## src/rtl/fetch_stage_pkg.sv

```systemverilog
`default_nettype none
// ============================================================================
// Module      : fetch_stage_pkg
// Description : Shared definitions for the TSC fetch stage. These are the
//               bubble encoding, the fetch state enum, and the BTB entry
//               metadata with its counter update helper.
// Revision    : 1.0 - initial release
// ============================================================================
package fetch_stage_pkg;

    // NOP encoding inserted into IF/ID when it is squashed
    localparam logic [15:0] INST_BUBBLE = 16'hF01C;

    typedef enum logic [1:0] {
        ST_ABORT = 2'd0,
        ST_REQ   = 2'd1,
        ST_HOLD  = 2'd2
    } fetch_state_t;

    // Per-entry BTB metadata. Tag and target live in parallel arrays so
    // their widths can follow the module parameters.
    typedef struct packed {
        logic       valid;
        logic [1:0] ctr;
    } btb_entry_t;

    // Two-bit saturating counter step
    function automatic logic [1:0] sat_ctr(input logic [1:0] ctr, input logic taken);
        logic [1:0] res;
        res = ctr;
        if (taken && (ctr != 2'd3))
            res = ctr + 2'd1;
        else if (!taken && (ctr != 2'd0))
            res = ctr - 2'd1;
        return res;
    endfunction

endpackage
`default_nettype wire

```

## src/rtl/fetch_btb.sv

```systemverilog
`default_nettype none
// ============================================================================
// Module      : fetch_btb
// Description : Direct-mapped branch target buffer with 2-bit counters.
//               Lookup is combinational on the current PC. Updates land at
//               the clock edge, so a same-cycle lookup sees the old contents.
// Revision    : 1.0 - initial release
// ============================================================================
module fetch_btb
    import fetch_stage_pkg::*;
#(
    parameter int WORD_SIZE = 16,
    parameter int BTB_IDX_W = 4
) (
    input  logic                 clk,
    input  logic                 reset,
    input  logic [WORD_SIZE-1:0] lookup_pc,
    output logic [WORD_SIZE-1:0] pred_pc,
    input  logic                 upd_valid,
    input  logic [WORD_SIZE-1:0] upd_pc,
    input  logic [WORD_SIZE-1:0] upd_target,
    input  logic                 upd_taken
);
    localparam int DEPTH = 1 << BTB_IDX_W;
    localparam int TAG_W = WORD_SIZE - BTB_IDX_W;
    localparam logic [WORD_SIZE-1:0] C_ONE = {{(WORD_SIZE-1){1'b0}}, 1'b1};

    btb_entry_t           r_meta   [DEPTH];
    logic [TAG_W-1:0]     r_tag    [DEPTH];
    logic [WORD_SIZE-1:0] r_target [DEPTH];

    logic [BTB_IDX_W-1:0] w_lk_idx;
    logic [TAG_W-1:0]     w_lk_tag;
    logic                 w_lk_taken;
    logic [BTB_IDX_W-1:0] w_up_idx;
    logic [TAG_W-1:0]     w_up_tag;
    logic                 w_up_hit;

    assign w_lk_idx   = lookup_pc[BTB_IDX_W-1:0];
    assign w_lk_tag   = lookup_pc[WORD_SIZE-1:BTB_IDX_W];
    assign w_lk_taken = r_meta[w_lk_idx].valid && (r_tag[w_lk_idx] == w_lk_tag)
                        && r_meta[w_lk_idx].ctr[1];
    assign pred_pc    = w_lk_taken ? r_target[w_lk_idx] : (lookup_pc + C_ONE);

    assign w_up_idx = upd_pc[BTB_IDX_W-1:0];
    assign w_up_tag = upd_pc[WORD_SIZE-1:BTB_IDX_W];
    assign w_up_hit = r_meta[w_up_idx].valid && (r_tag[w_up_idx] == w_up_tag);

    // Valid bits and counters: allocate on miss, saturate on hit
    always_ff @(posedge clk or posedge reset) begin
        if (reset) begin
            for (int i = 0; i < DEPTH; i++)
                r_meta[i] <= '0;
        end else if (upd_valid) begin
            r_meta[w_up_idx].valid <= 1'b1;
            if (w_up_hit)
                r_meta[w_up_idx].ctr <= sat_ctr(r_meta[w_up_idx].ctr, upd_taken);
            else
                r_meta[w_up_idx].ctr <= upd_taken ? 2'd2 : 2'd1;
        end
    end

    // Tag and target storage; only meaningful behind a set valid bit
    always_ff @(posedge clk) begin
        if (upd_valid) begin
            r_tag[w_up_idx]    <= w_up_tag;
            r_target[w_up_idx] <= upd_target;
        end
    end

endmodule
`default_nettype wire

```

## src/rtl/fetch_stage.sv

```systemverilog
`default_nettype none
// ============================================================================
// Module      : fetch_stage
// Description : TSC instruction fetch. It holds the PC, runs the instruction
//               memory handshake and next-PC prediction, and drives the IF/ID
//               pipeline register. Defining FETCH_BTB_EN compiles in the
//               branch target buffer (fetch_btb).
// Revision    : 1.0 - initial release
// ============================================================================
module fetch_stage
    import fetch_stage_pkg::*;
#(
    parameter int WORD_SIZE = 16,
    parameter int BTB_IDX_W = 4
) (
    input  logic                 clk,
    input  logic                 reset,
    input  logic                 pc_write,
    input  logic                 ir_write,
    input  logic                 stall_IFID,
    input  logic                 flush_IFID,
    input  logic [WORD_SIZE-1:0] redirect_pc,
    output logic                 i_mem_read,
    output logic [WORD_SIZE-1:0] i_address,
    input  logic [WORD_SIZE-1:0] i_data,
    input  logic                 i_mem_ready,
    input  logic                 upd_valid,
    input  logic [WORD_SIZE-1:0] upd_pc,
    input  logic [WORD_SIZE-1:0] upd_target,
    input  logic                 upd_taken,
    output logic [WORD_SIZE-1:0] inst_IFID,
    output logic [WORD_SIZE-1:0] pc_IFID,
    output logic [WORD_SIZE-1:0] pred_pc_IFID,
    output logic                 valid_IFID,
    output logic                 fetch_busy
);
    localparam logic [WORD_SIZE-1:0] C_BUBBLE = WORD_SIZE'(INST_BUBBLE);

    fetch_state_t         r_state;
    fetch_state_t         w_state_nxt;
    logic [WORD_SIZE-1:0] r_pc;
    logic [WORD_SIZE-1:0] r_hold_inst;
    logic [WORD_SIZE-1:0] r_hold_next;
    logic [WORD_SIZE-1:0] w_next_pc;
    logic                 w_load_mem;
    logic                 w_load_hold;
    logic                 w_capture;
    logic                 w_advance;

`ifdef FETCH_BTB_EN
    fetch_btb #(
        .WORD_SIZE (WORD_SIZE),
        .BTB_IDX_W (BTB_IDX_W)
    ) u_btb (
        .clk        (clk),
        .reset      (reset),
        .lookup_pc  (r_pc),
        .pred_pc    (w_next_pc),
        .upd_valid  (upd_valid),
        .upd_pc     (upd_pc),
        .upd_target (upd_target),
        .upd_taken  (upd_taken)
    );
`else
    localparam logic [WORD_SIZE-1:0] C_ONE = {{(WORD_SIZE-1){1'b0}}, 1'b1};
    localparam int c_unused_btb_idx_w = BTB_IDX_W;
    logic w_unused_upd;
    assign w_unused_upd = ^{upd_valid, upd_pc, upd_target, upd_taken};
    assign w_next_pc    = r_pc + C_ONE;
`endif

    assign i_address = r_pc;
    assign w_advance = ir_write && !stall_IFID;

    // State register
    always_ff @(posedge clk or posedge reset) begin
        if (reset)
            r_state <= ST_ABORT;
        else
            r_state <= w_state_nxt;
    end

    // Next state, memory request outputs and IF/ID load selects
    always_comb begin
        w_state_nxt = r_state;
        i_mem_read  = 1'b0;
        fetch_busy  = 1'b0;
        w_load_mem  = 1'b0;
        w_load_hold = 1'b0;
        w_capture   = 1'b0;
        case (r_state)
            ST_ABORT: begin
                w_state_nxt = ST_REQ;
            end
            ST_REQ: begin
                i_mem_read = 1'b1;
                fetch_busy = !i_mem_ready;
                if (flush_IFID) begin
                    w_state_nxt = ST_ABORT;
                end else if (i_mem_ready) begin
                    if (w_advance) begin
                        w_load_mem = 1'b1;
                    end else begin
                        w_capture   = 1'b1;
                        w_state_nxt = ST_HOLD;
                    end
                end
            end
            ST_HOLD: begin
                if (flush_IFID) begin
                    w_state_nxt = ST_REQ;
                end else if (w_advance) begin
                    w_load_hold = 1'b1;
                    w_state_nxt = ST_REQ;
                end
            end
            default: begin
                w_state_nxt = ST_ABORT;
            end
        endcase
    end

    // PC and hold buffer
    always_ff @(posedge clk or posedge reset) begin
        if (reset) begin
            r_pc        <= '0;
            r_hold_inst <= '0;
            r_hold_next <= '0;
        end else begin
            if (flush_IFID)
                r_pc <= redirect_pc;
            else if (w_load_mem && pc_write)
                r_pc <= w_next_pc;
            else if (w_load_hold && pc_write)
                r_pc <= r_hold_next;
            if (w_capture) begin
                r_hold_inst <= i_data;
                r_hold_next <= w_next_pc;
            end
        end
    end

    // IF/ID pipeline register; holds when nothing new is delivered
    always_ff @(posedge clk or posedge reset) begin
        if (reset) begin
            inst_IFID    <= C_BUBBLE;
            pc_IFID      <= '0;
            pred_pc_IFID <= '0;
            valid_IFID   <= 1'b0;
        end else if (flush_IFID) begin
            inst_IFID  <= C_BUBBLE;
            valid_IFID <= 1'b0;
        end else if (w_load_mem) begin
            inst_IFID    <= i_data;
            pc_IFID      <= r_pc;
            pred_pc_IFID <= w_next_pc;
            valid_IFID   <= 1'b1;
        end else if (w_load_hold) begin
            inst_IFID    <= r_hold_inst;
            pc_IFID      <= r_pc;
            pred_pc_IFID <= r_hold_next;
            valid_IFID   <= 1'b1;
        end
    end

endmodule
`default_nettype wire

```

## config.mk

```make
export PLATFORM = sky130hd
export DESIGN_NAME = fetch_stage
export DESIGN_NICKNAME = d
export VERILOG_FILES = /design/src/rtl/fetch_stage_pkg.sv /design/src/rtl/fetch_btb.sv /design/src/rtl/fetch_stage.sv
export SDC_FILE = /design/constraint.sdc
export NUM_CORES = 1
export LEC_CHECK = 0
export BUFFER_PORTS_ARGS = -buffer_cell sky130_fd_sc_hd__buf_2
export CAP_MARGIN = 20
export CORE_UTILIZATION = 47
export DETAILED_ROUTE_END_ITERATION = 6
export PLACE_DENSITY = 0.89
export SETUP_SLACK_MARGIN = 0.05
export SYNTH_ARGS = -nofsm -noshare
export SYNTH_HDL_FRONTEND = slang
export SYNTH_HIERARCHICAL = 1
export SYNTH_SLANG_ARGS = --single-unit
```

## constraint.sdc

```tcl
create_clock -name clk -period 2.8 [get_ports clk]
set_input_delay 0.42 -clock clk [delete_from_list [all_inputs] [get_ports clk]]
set_output_delay 0.42 -clock clk [all_outputs]
set_load 0.05 [all_outputs]
```

==> results of run 1 <==
[final cells by class]
class	instances	area share [%]
sequential	99	44.51
timing repair buffer	121	11.78
clock inverter	6	0.7392
multi-input combinational	300	36.72
tap	133	2.979
inverter	11	0.8065
clock buffer	10	2.464
[worst paths after layout]
path                                             end  slack [ns]
max                         i_address[8]$_DFFE_PP0P_        0.33
min in group clk            i_address[0]$_DFFE_PP0P_        0.28
max in group asynchronous  inst_IFID[15]$_DFFE_PP1P_        2.20
min                        i_address[12]$_DFFE_PP0P_        0.19
min reg2reg                 inst_IFID[8]$_DFFE_PP0P_        0.48
max reg2reg                 i_address[8]$_DFFE_PP0P_        0.33
[layout by cell type, fill, tap and decap left out, types with 4 or more instances in the layout]
master	instances
buf_2	105
dfrtp_1	92
nor2_1	34
a21oi_1	31
mux2_2	26
nand2_1	23
o21ai_0	22
o22ai_1	21
buf_4	15
nand3_1	14
nor3_1	14
a21o_1	14
inv_1	10
a22o_1	10
clkbuf_8	10
xnor2_1	9
a221o_1	8
a211oi_1	8
dfstp_2	7
nor3b_1	6
nor2b_1	5
a31oi_1	4
clkinvlp_4	4
[stage by stage]
step / instances / hold slack (ns) / instance area (um^2)
2_1_floorplan: 437 / 0.4816 / 4707
3_3_place_gp: 664 / 0.4552 / 5406
3_5_place_dp: 664 / 0.4598 / 5406
4_1_cts: 680 / 0.2193 / 5585
5_1_grt: 680 / 0.2432 / 5585
6_report: 680 / 0.1934 / 5585
[registers in the layout, indices dropped and copies added (netlist names)]
register,cells
pc_IFID,16
pred_pc_IFID,16
i_address,16
r_hold_next,16
r_state,2
valid_IFID,1
r_hold_inst,16
inst_IFID,16
[cells in the mapped netlist (4+ instances only)]
library cell  count
a211oi_1          8
buf_2            15
nor3b_1           6
a21oi_1          31
nand2_1          23
o21ai_0          22
nor2_1           34
a21o_1           14
o22ai_1          21
clkbuf_1          9
xnor2_1           9
nor3_1           14
inv_1            11
a22o_1           10
dfrtp_1          92
nor2b_1           5
nand3_1          14
a221o_1           8
mux2_2           26
dfstp_2           7
a31oi_1           4
[power groups by stage]
stage,clock network [uW],logic (uW),registers (uW)
2_1_floorplan,0,619,2980
3_3_place_gp,0,1890,2150
3_5_place_dp,0,1940,2190
4_1_cts,863,1950,2160
5_1_grt,922,2050,2220
6_report,854,1940,2170
[logic make-up after synthesis]
family	count (synthesis)	synth area share, %
flops	99	52.86
buf+inv	38	3.538
mux	29	6.864
fa+ha+maj	1	0.2660
simple gates	126	15.48
compound gates	133	18.94
xor+xnor	11	2.049
[layer usage]
metal  vias up  share of wire (%)
li1       1816                  -
met2       199                 50
met5         -                  0
met1      2005                 40
met3        31                8.0
met4         0                2.5
[worst max-delay path: stages (launching register included)]
cell and delay [ns]:
dfrtp_1 0.51, nand3b_1 0.58, a21oi_2 0.64, buf_4 0.28, nor3b_1 0.07, a221o_1 0.27
==> results by group, run 1 <==
Power and ir drop
  • Peak VDD IR: 0.3781 mV
  • Sequential fraction of design power: 43.7%
  • Total power: 4958 uW
  • P_int: 2754 uW
  • Leakage: 0.002536 uW
  • Power per cell area: 887.8 nW/um^2
  • Switching power total: 2205 uW
  • Switch share: 44.46%
  • Clk pwr share: 17.2%
  • Logic pwr share: 39.1%

Die
  • Core box area: 9729 um^2
  • Die Span Y: 102.0 um
  • Initial Util: 48.34%
  • Die W: 102.0 um
  • Row count: 36
  • Die area: 10,410 um^2
  • Top-Level Pins: 140

Flow run
  • Max Cap Violations: 0

Place
  • Detailed Place HPWL: 8783 um
  • Pre-CTS setup slack: 0.4132 ns
  • Port Buffers: 105
  • Final GP Congestion: 0.8736

CTS
  • Worst skew pair latency: 0.37 ns
  • CTS tree: done
  • Htree depth: 3
  • TritonCTS Buffers: 9
  • Post-CTS Hold Buffers: 0
  • Post_cts resized: 0
  • Clock root buffer master: clkbuf_8
  • Clock Tree Buf Depth: 2
  • Post-CTS Setup Inserts: 0
  • Clock Sinks: 99
  • Clock slew at reported path FFs: 0.10 ns

Routing
  • DR pass1 iterations: 5
  • DR vias: 4,051
  • Drt total wl: 12,680 um
  • Via/cell ratio: 5.957
  • DRT iter0 DRCs: 291
  • Post-route ant nets: 0
  • Routed length per instance: 18.65 um
  • DRC violations left: 0

Synth
  • Dominant cell type by area after synthesis: dfrtp_1
  • Post-Syn Area: 4703 um^2
  • Syn Nets: 511
  • Cells after Synth: 437
  • Syn Area/Cell: 10.76 um^2
  • Post-synth ARST share: 100.0%
  • Distinct cell type count after synthesis: 57
  • Ys flop type: dfrtp_1
  • Post-synth top area share: 48.95%
  • Sequential fraction of the synthesis area: 52.86%
  • Number of synthesis warnings: 6
  • Synthesized flop and latch total: 99
  • Synth area leaders: dfrtp_1, mux2_2, dfstp_2, a21oi_1, o22ai_1
  • Post-synth EDFFs: 0

STA
  • Tightest Pin Transition: 0.6474 ns
  • F_max: 404.2 MHz
  • Setup violators final: 0
  • Worst setup margin: 0.3257 ns
  • Final hold vios: 0
  • Clock Skew: 0.01160 ns
  • Post-Route Setup TNS: 0 ns
  • Unrepaired setup endpoints after global routing: no
  • Worst rel slew slack: 56.71%
  • Tmin final: 2.474 ns
  • Crit share post-route: 88.37%
  • Slew Limit Fails: 0

Critical path
  • Crit. Startpoint: r_state[1]$_DFFE_PP0P_
  • Worst Path Class, Setup: reg -> reg
  • Reg2Reg Depth: 5
  • Worst Setup End Kind: flop
  • Worst Path Required: 3.05 ns
  • Worst Setup Start Kind: flop
  • CP Data Arrival Time: 2.73 ns
  • Max FO, Critical Path: 12
  • R2R Path Start: r_state[1]$_DFFE_PP0P_

GRT
  • Met2 Usage GRT: 43.31%
  • Largest net degree at the start of global routing: 100
  • Grt peak-use layer: met2
  • Initial antenna violation count: 0
  • Vias in the first global route: 4,023
  • Global Route met3 Usage: 5.814%
  • GRT Total Usage: 25.48%
  • GRT overflow: 0
  • Global-route wire length before repair: 20,020 um
  • Met1 GRT Util: 30.75%

Status
  • Outcome: completed

Finish
  • Layout cell share with drive strength beyond 1: 34.00%
  • Multi-input logic area: 2051 um^2
  • Final nets: 616
  • Area grow syn2layout: 18.76%
  • Ant diodes: 0
  • Final core occ: 57.41%
  • Fillers: 859
  • Register area: 2486 um^2

Min path
  • HP Class: in -> async
Power figures use the tool's default switching activity.
==> run 2: changes to the inputs <==
Settings changed: CORE_UTILIZATION 47 to 35, PLACE_DENSITY 0.89 to 0.72.
==> run 2 against run 1 <==
Non-clock buffer count is 3 higher. Sequential power hardly changed. Via count is 1.5% lower. Power is 7.0% higher. First-iteration DRC count is 6.5% higher. Worst hold slack worse by 0.065 ns. Cell area is 3.7% higher. Register-to-register slack better by 0.27 ns. Combinational power hardly changed. Clock skew is 0.0050 ns lower. Critical path depth stayed put. Fmax is 12% higher. Critical path type unchanged. Largest cell class unchanged.
==> results by group, run 2 (synthesis results as in run 1) <==
Status
  • Outcome: completed (unchanged)

Critical path
  • Worst r2r dst: inst_IFID[11]$_DFFE_PP0P_ (was i_address[8]$_DFFE_PP0P_)
  • Reg2Reg Depth: 5 (unchanged)
  • R2R Path Start: r_state[0]$_DFFE_PP0P_ (was r_state[1]$_DFFE_PP0P_)
  • Worst Path Class, Setup: reg -> reg (unchanged)
  • Worst Setup Start Kind: flop (unchanged)
  • Max FO, Critical Path: 20 (was 12)
  • FF-to-FF setup slack: 0.60 ns (was 0.33 ns)
  • CP Data Arrival Time: 2.48 ns (was 2.73 ns)
  • Worst Path Required: 3.08 ns (was 3.05 ns)
  • Worst Setup End Kind: flop (unchanged)

GRT
  • Initial antenna violation count: 0 (unchanged)
  • Vias in the first global route: 3,961 (was 4,023)
  • Global-route wire length before repair: 20,860 um (was 20,020 um)
  • Met1 GRT Util: 24.63% (was 30.75%)
  • Global Route met3 Usage: 6.153% (was 5.814%)
  • Largest net degree at the start of global routing: 38 (was 100)
  • GRT Total Usage: 19.28% (was 25.48%)
  • GRT overflow: 0 (unchanged)
  • Met2 Usage GRT: 30.88% (was 43.31%)
  • Grt peak-use layer: met2 (unchanged)

Finish
  • Multi-input logic area: 2051 um^2 (unchanged)
  • Layout cell share with drive strength beyond 1: 34.00% (about the same)
  • Commonest non-fill, non-tap cell in the layout: buf_2 (unchanged)
  • Ant diodes: 0 (unchanged)
  • Final core occ: 44.96% (was 57.41%)
  • Fillers: 1,233 (was 859)
  • Final instance area: 5789 um^2 (was 5585 um^2)
  • Area grow syn2layout: 23.09% (was 18.76%)
  • Final nets: 619 (was 616)
  • Most frequent cells in the layout: buf_2, dfrtp_1, nor2_1, a21oi_1, mux2_2 (unchanged)
  • Register area: 2486 um^2 (unchanged)

Min path
  • HP Class: in -> async (unchanged)

Die
  • Row count: 41 (was 36)
  • Initial Util: 36.53% (was 48.34%)
  • Die Span Y: 117.9 um (was 102.0 um)
  • Die W: 117.9 um (was 102.0 um)
  • Core box area: 12,880 um^2 (was 9729 um^2)
  • Die area: 13,910 um^2 (was 10,410 um^2)
  • Top-Level Pins: 140 (unchanged)

CTS
  • Htree depth: 3 (unchanged)
  • Post-CTS Hold Buffers: 0 (unchanged)
  • Post-CTS Setup Inserts: 0 (unchanged)
  • Worst skew pair latency: 0.35 ns (was 0.37 ns)
  • Clock root buffer master: clkbuf_16 (was clkbuf_8)
  • Post_cts resized: 0 (unchanged)
  • TritonCTS Buffers: 9 (unchanged)
  • Clock Sinks: 99 (unchanged)
  • Clock Tree Buf Depth: 2 (unchanged)
  • Clock slew at reported path FFs: 0.07 ns (was 0.10 ns)
  • CTS tree: done (unchanged)

Routing
  • Routed length per instance: 17.80 um (was 18.65 um)
  • DRC violations left: 0 (unchanged)
  • Drt total wl: 12,850 um (was 12,680 um)
  • Via/cell ratio: 5.528 (was 5.957)
  • DR vias: 3,991 (was 4,051)
  • DRT iter0 DRCs: 310 (was 291)
  • DR pass1 iterations: 5 (unchanged)
  • Post-route ant nets: 0 (unchanged)

Flow run
  • Max Cap Violations: 0 (unchanged)

Power and ir drop
  • Logic pwr share: 36.1% (was 39.1%)
  • Clk pwr share: 22.8% (was 17.2%)
  • Peak VDD IR: 0.5067 mV (was 0.3781 mV)
  • Sequential fraction of design power: 41.2% (was 43.7%)
  • P_int: 3103 uW (was 2754 uW)
  • Power per cell area: 916.6 nW/um^2 (was 887.8 nW/um^2)
  • Switching power total: 2203 uW (was 2205 uW)
  • Leakage: 0.002619 uW (was 0.002536 uW)
  • Switch share: 41.52% (was 44.46%)

STA
  • Clock Skew: 0.006576 ns (was 0.01160 ns)
  • Final hold vios: 0 (unchanged)
  • Crit share post-route: 78.61% (was 88.37%)
  • F_max: 454.3 MHz (was 404.2 MHz)
  • Unrepaired setup endpoints after global routing: no (unchanged)
  • Worst setup margin: 0.5990 ns (was 0.3257 ns)
  • Slew Limit Fails: 0 (unchanged)
  • Worst rel slew slack: 57.35% (was 56.71%)
  • Setup violators final: 0 (unchanged)
  • Tightest Pin Transition: 0.6373 ns (was 0.6474 ns)
  • Tmin final: 2.201 ns (was 2.474 ns)
  • Post-Route Setup TNS: 0 ns (unchanged)

Place
  • Final GP Congestion: 0.8401 (was 0.8736)
  • Pre-CTS setup slack: 0.5692 ns (was 0.4132 ns)
  • Placed inst area: 5503 um^2 (was 5406 um^2)
  • Port Buffers: 105 (unchanged)
  • Detailed Place HPWL: 8963 um (was 8783 um)
## run 2: cell types whose count changed in the layout (fill, tap and decap cells not counted)
cell        delta
clkinv_2       +1
buf_4          +1
clkbuf_8      -10
clkbuf_1       +2
clkinvlp_4     -3
bufinv_16      +1
buf_12         +2
clkbuf_16      +9
## run 2: final cells by class
| type | instances | area share [%] |
|---|---|---|
| Clock inverter | 5 | 0.9293 |
| Inverter | 11 | 0.7780 |
| Tap cell | 172 | 3.717 |
| Multi-Input combinational cell | 300 | 35.42 |
| Timing Repair Buffer | 124 | 12.19 |
| Clock buffer | 11 | 4.020 |
| Sequential cell | 99 | 42.94 |
## run 2: how the worst max path moves through the flow
stage | start | slack (ns) | to
2_1_floorplan | r_state[0]$_DFFE_PP0P_ | 0.21 | fetch_busy
3_3_place_gp | flush_IFID | 0.62 | pred_pc_IFID[5]$_DFFE_PP0P_
3_5_place_dp | flush_IFID | 0.57 | pred_pc_IFID[7]$_DFFE_PP0P_
4_1_cts | r_state[0]$_DFFE_PP0P_ | 0.57 | inst_IFID[11]$_DFFE_PP0P_
5_1_grt | r_state[0]$_DFFE_PP0P_ | 0.42 | inst_IFID[11]$_DFFE_PP0P_
6_report | r_state[0]$_DFFE_PP0P_ | 0.60 | inst_IFID[11]$_DFFE_PP0P_
## run 2: critical path: stages (launching register included)
cell,delay (ns)
dfrtp_1,0.60
nand2b_1,0.44
a21oi_4,0.10
buf_4,0.24
nor2_1,0.52
a21o_1,0.21
## run 2: power by group through the flow
stage          logic (uW)  clock network [uW]  registers, uW
6_report             1910                1210           2180
5_1_grt              2020                1300           2240
4_1_cts              1930                1240           2180
3_5_place_dp         1920                   0           2200
3_3_place_gp         1900                   0           2170
2_1_floorplan         619                   0           2980
## run 2: metal layers
metal  vias to the layer above  wire (um)
li1                       1825          -
met1                      1978       5466
met2                       175       6176
met3                        13       1022
met4                         0        189
met5                         -          0
## run 2: metrics by stage
stage | hold WS, ns | std cells | power [uW]
after floorplan | 0.4816 | 437 | 3602
after global placement | 0.4606 | 706 | 4072
after detailed placement | 0.4639 | 706 | 4127
after CTS | 0.1285 | 722 | 5348
after global routing | 0.1542 | 722 | 5564
final | 0.1281 | 722 | 5306
